### src/rtl/mul4_share_ctrl.sv
// Shares one 4x4 BCD-digit multiplier between two requesters. Result is MUL_LAT+1 cycles after accept (1 for non-BCD), one op in flight;
// readies are low unless IDLE. Arbitration is fixed priority (req0 wins) unless MUL4_SHARE_RR_EN selects round-robin.
module mul4_share_ctrl #(
   parameter int MUL_LAT = 1
) (
   input  logic       clk,
   input  logic       rst_n,
   input  logic       req0_valid,
   output logic       req0_ready,
   input  logic [3:0] req0_a,
   input  logic [3:0] req0_b,
   input  logic       req1_valid,
   output logic       req1_ready,
   input  logic [3:0] req1_a,
   input  logic [3:0] req1_b,
   output logic       resp0_valid,
   output logic       resp1_valid,
   output logic [7:0] resp_y,
   output logic       resp_err,
   output logic [3:0] mul_a,
   output logic [3:0] mul_b,
   input  logic [7:0] mul_y,
   output logic       busy
);

   localparam logic [1:0] ST_IDLE = 2'd0;
   localparam logic [1:0] ST_RUN  = 2'd1;
   localparam logic [1:0] ST_DONE = 2'd2;
   localparam logic [3:0] CNT_LAST = 4'(MUL_LAT - 1);

   logic [1:0] state;
   logic [3:0] a_q;
   logic [3:0] b_q;
   logic [3:0] cnt;
   logic       id_q;
   logic       idle;
   logic       win1;
   logic       accept;
   logic       bad_op;
   logic [3:0] acc_a;
   logic [3:0] acc_b;

   assign idle = (state == ST_IDLE);

`ifdef MUL4_SHARE_RR_EN
   // ptr names the requester preferred on a tie; it moves to the loser on every accept
   logic ptr;

   assign win1 = req1_valid & (~req0_valid | ptr);

   always_ff @(posedge clk or negedge rst_n) begin
      if (!rst_n) begin
         ptr <= 1'b0;
      end else if (accept) begin
         ptr <= ~win1;
      end
   end
`else
   assign win1 = req1_valid & ~req0_valid;
`endif

   assign req0_ready = idle & req0_valid & ~win1;
   assign req1_ready = idle & win1;
   assign accept     = req0_ready | req1_ready;
   assign acc_a      = win1 ? req1_a : req0_a;
   assign acc_b      = win1 ? req1_b : req0_b;
   assign bad_op     = (acc_a > 4'd9) || (acc_b > 4'd9);

   always_ff @(posedge clk or negedge rst_n) begin
      if (!rst_n) begin
         state    <= ST_IDLE;
         a_q      <= 4'd0;
         b_q      <= 4'd0;
         id_q     <= 1'b0;
         cnt      <= 4'd0;
         resp_y   <= 8'd0;
         resp_err <= 1'b0;
      end else begin
         case (state)
            ST_IDLE: begin
               if (accept) begin
                  a_q  <= acc_a;
                  b_q  <= acc_b;
                  id_q <= win1;
                  cnt  <= 4'd0;
                  // non-BCD operands never reach the multiplier
                  if (bad_op) begin
                     resp_y   <= 8'd0;
                     resp_err <= 1'b1;
                     state    <= ST_DONE;
                  end else begin
                     state    <= ST_RUN;
                  end
               end
            end
            ST_RUN: begin
               cnt <= cnt + 4'd1;
               if (cnt == CNT_LAST) begin
                  resp_y   <= mul_y;
                  resp_err <= 1'b0;
                  state    <= ST_DONE;
               end
            end
            ST_DONE: begin
               state <= ST_IDLE;
            end
            default: begin
               state <= ST_IDLE;
            end
         endcase
      end
   end

   assign mul_a       = (state == ST_RUN) ? a_q : 4'd0;
   assign mul_b       = (state == ST_RUN) ? b_q : 4'd0;
   assign resp0_valid = (state == ST_DONE) & ~id_q;
   assign resp1_valid = (state == ST_DONE) & id_q;
   assign busy        = ~idle;

endmodule

### config.mk
export PLATFORM = sky130hd
export DESIGN_NAME = mul4_share_ctrl
export DESIGN_NICKNAME = d
export VERILOG_FILES = /design/src/rtl/mul4_share_ctrl.sv
export SDC_FILE = /design/constraint.sdc
export NUM_CORES = 1
export LEC_CHECK = 0
export ABC_AREA = 1
export CAP_MARGIN = 20
export CORE_MARGIN = 4
export CORE_UTILIZATION = 47
export DETAILED_ROUTE_END_ITERATION = 10
export PLACE_DENSITY = 0.84
export SLEW_MARGIN = 20
export SYNTH_ARGS = -nofsm -noshare
export SYNTH_HDL_FRONTEND = slang
export SYNTH_SLANG_ARGS = --single-unit
### constraint.sdc
create_clock -name clk -period 3.1 [get_ports clk]
set_input_delay 0.62 -clock clk [delete_from_list [all_inputs] [get_ports clk]]
set_output_delay 0.62 -clock clk [all_outputs]
set_load 0.03 [all_outputs]
==> results.json <==
{
  "synth_compound_area_share_pct": 5.86,
  "cts-htree-levels": 1,
  "crit_fanout": 10,
  "final_cell_mix": "clkdlybuf4s50_1, nand2_1, inv_1, dfrtp_1",
  "clk_latency_ns": 0.33,
  "fin_nets": 246,
  "portBuffers": 49,
  "grt_pass1_vias": 1176,
  "overflow": 0,
  "fin_crit_sh_pct": 93.3,
  "layout-drive-gt1-share_pct": 14.9,
  "crit_arrival_ns": 2.27,
  "synth.cell_area_um2": 1350,
  "muxShareOfSynthArea_pct": 0,
  "cp-end-kind": "output pin",
  "finalMaxSlewViolations": 0,
  "routabilityCongestion": 0.750,
  "peakVddDrop_uv": 784,
  "clockBufferDepth": 2,
  "seq_area_um2": 601,
  "route.detailed.drc": 0,
  "antenna_found_initial": 0,
  "dp_cells": 242,
  "synthCells": 164,
  "synth_seq_cells": 24,
  "synth_cell_type_count": 25,
  "core_area_um2": 2760,
  "globalRouteMet3Util_pct": 2.31,
  "multi_input_area_um2": 613,
  "slew-limit-headroom_pct": 64.7,
  "syn_nets": 194,
  "cts_sinks": 24,
  "ys_warn_count": 0,
  "met1_usage_pct": 21.5,
  "drt_iter0_drc": 29,
  "wirelength_mm": 3.10,
  "p_per_area_nw_per_um2": 932,
  "dr_total_vias": 1209,
  "fp.dieW_um": 61.5,
  "grt_max_degree": 25,
  "layout_commonest_cell": "clkdlybuf4s50_1",
  "status": "finished, final reports clean",
  "clkTransAtPathRegs_ns": 0.14,
  "grt_pass1_wl_mm": 5.07,
  "cts_made_buffers": 3,
  "ios": 50,
  "totalNegativeSetupSlack_ns": 0,
  "fillers": 227,
  "startpoint_type": "primary input",
  "setup_viol": 0,
  "required_ns": 2.48,
  "finalNonFillerCells": 246,
  "hold_path.class": "primary input to asynchronous set/reset pin",
  "dp_hpwl_mm": 2.48,
  "drv_cap": 0,
  "power.leakage_nw": 0.947,
  "first_pass_iters": 4,
  "cts_setup_buffers": 0,
  "synth_xor_area_share_pct": 1.30,
  "synth_top_family_by_area": "simple AND/OR/NAND/NOR gates",
  "clockRootBuffer": "clkbuf_4",
  "drtAntennaViolNets": 0,
  "fin_worst_skew_ns": 0.00668,
  "rsz0062_at_grt": "false",
  "synth_fa_ha_area_share_pct": 1.86,
  "rows": 19,
  "start_util_pct": 48.8,
  "worstMarginPinSlew_ns": 0.529,
  "syn_avg_cell_area_um2": 8.21,
  "ctsResizeCount": 0,
  "max_freq_mhz": 346,
  "antenna_cells": 0,
  "grt-busiest-layer": "met2",
  "viasPerCell": 4.91,
  "die_height_um": 61.5,
  "holdBufCountCts": 0,
  "yosys.area_share.simple_pct": 36.5,
  "path_class": "primary input to output pin",
  "cts_tree": "done",
  "grt_usage_pct": 18.5,
  "wl_per_cell_um": 12.6,
  "fin_crit_ns": 2.89,
  "gr-usage-met2_pct": 33.3,
  "final-hold-violation-count": 0,
  "dieArea_um2": 3780,
  "seq_area_frac_synth_pct": 44.6,
  "area.growth.synth_to_final_pct": 42.5
}
==> where the power goes <==
group	internal [W]	switching, W
clock	0.000131	0.000103
sequential	0.000447	0.0000919
combinational	0.000384	0.000631
total	0.000961	0.000826
==> area by class of cell <==
cell class	count	area share [%]
well taps	31	2.02
repair buffers	50	25.7
inverters	30	6.26
clock inverters	1	1.57
clock buffers	3	1.17
flip-flops and latches	24	31.3
multi-input cells	107	32.0
==> worst max-delay path: stages <==
cell and delay, ns:
clkdlybuf4s50_1 0.50, inv_4 0.15, nand2_4 0.11, nor2_4 0.19
clkdlybuf4s50_1 0.70
==> Yosys cell counts <==
cell type  number  area share, %
nor3_1          2           0.74
o31ai_1         2            1.1
dfrtp_1        24             45
nand3_1        13            4.8
o21ai_0         8            3.0
o22ai_1         3            1.4
nor2_1         13            3.6
inv_4           3            1.4
ha_1            2            1.9
xnor2_1         1           0.65
buf_2           1           0.37
nand3_4         1            1.3
nor2_8          2            3.0
nand2_1        39             11
nand3b_1        1           0.56
xor2_1          1           0.65
inv_2           2           0.56
nor2_4          3            2.5
nand2_4         3            2.5
inv_1          25            7.0
nand2_2        11            5.1
nand2_8         1            1.5
clkbuf_1        1           0.28
o21ai_1         1           0.37
buf_1           1           0.28
==> metal layers <==
layer | share of wire, % | routed length [um]
met1 | 38 | 1180
met2 | 56 | 1740
met3 | 3.0 | 92
met4 | 2.6 | 82
met5 | 0 | 0
==> per-stage QoR <==
step | power, W | utilization, % | worst slack, ns | hold WS (ns) | cell area, um2
6_report | 0.00179 | 69.6 | 0.207 | 0.241 | 1920
5_1_grt | 0.00192 | 69.6 | 0.110 | 0.278 | 1920
4_1_cts | 0.00181 | 69.7 | 0.197 | 0.502 | 1920
3_5_place_dp | 0.00157 | 67.8 | 0.197 | 0.470 | 1870
3_3_place_gp | 0.00153 | 67.8 | 0.225 | 0.466 | 1870
2_1_floorplan | 0.00122 | - | 1.17 | 0.324 | 1350
==> logic make-up after synthesis <==
logic type | count (synthesis)
fa+ha+maj | 2
simple gates | 89
xor+xnor | 2
compound gates | 14
flops | 24
buf+inv | 33
==> final timing paths <==
check                                 from    endpoint  slack (ns)  depth (start not counted)
min in group clk                    b_q[0]      b_q[0]        0.50                          2
worst min-delay path                 rst_n        id_q        0.24                          1
worst min register to register      b_q[0]      b_q[0]        0.50                          2
worst max-delay path            req0_valid  req1_ready        0.21                          5
max in group asynchronous            rst_n   resp_y[5]        2.50                          1
worst max register to register    state[0]    resp_err        1.47                         10
==> state kept, by name, summed over array words and instances (netlist names) <==
register,cells
b_q,4
a_q,4
resp_y,8
state,2
id_q,1
cnt,4
resp_err,1
Power figures use the tool's default switching activity.
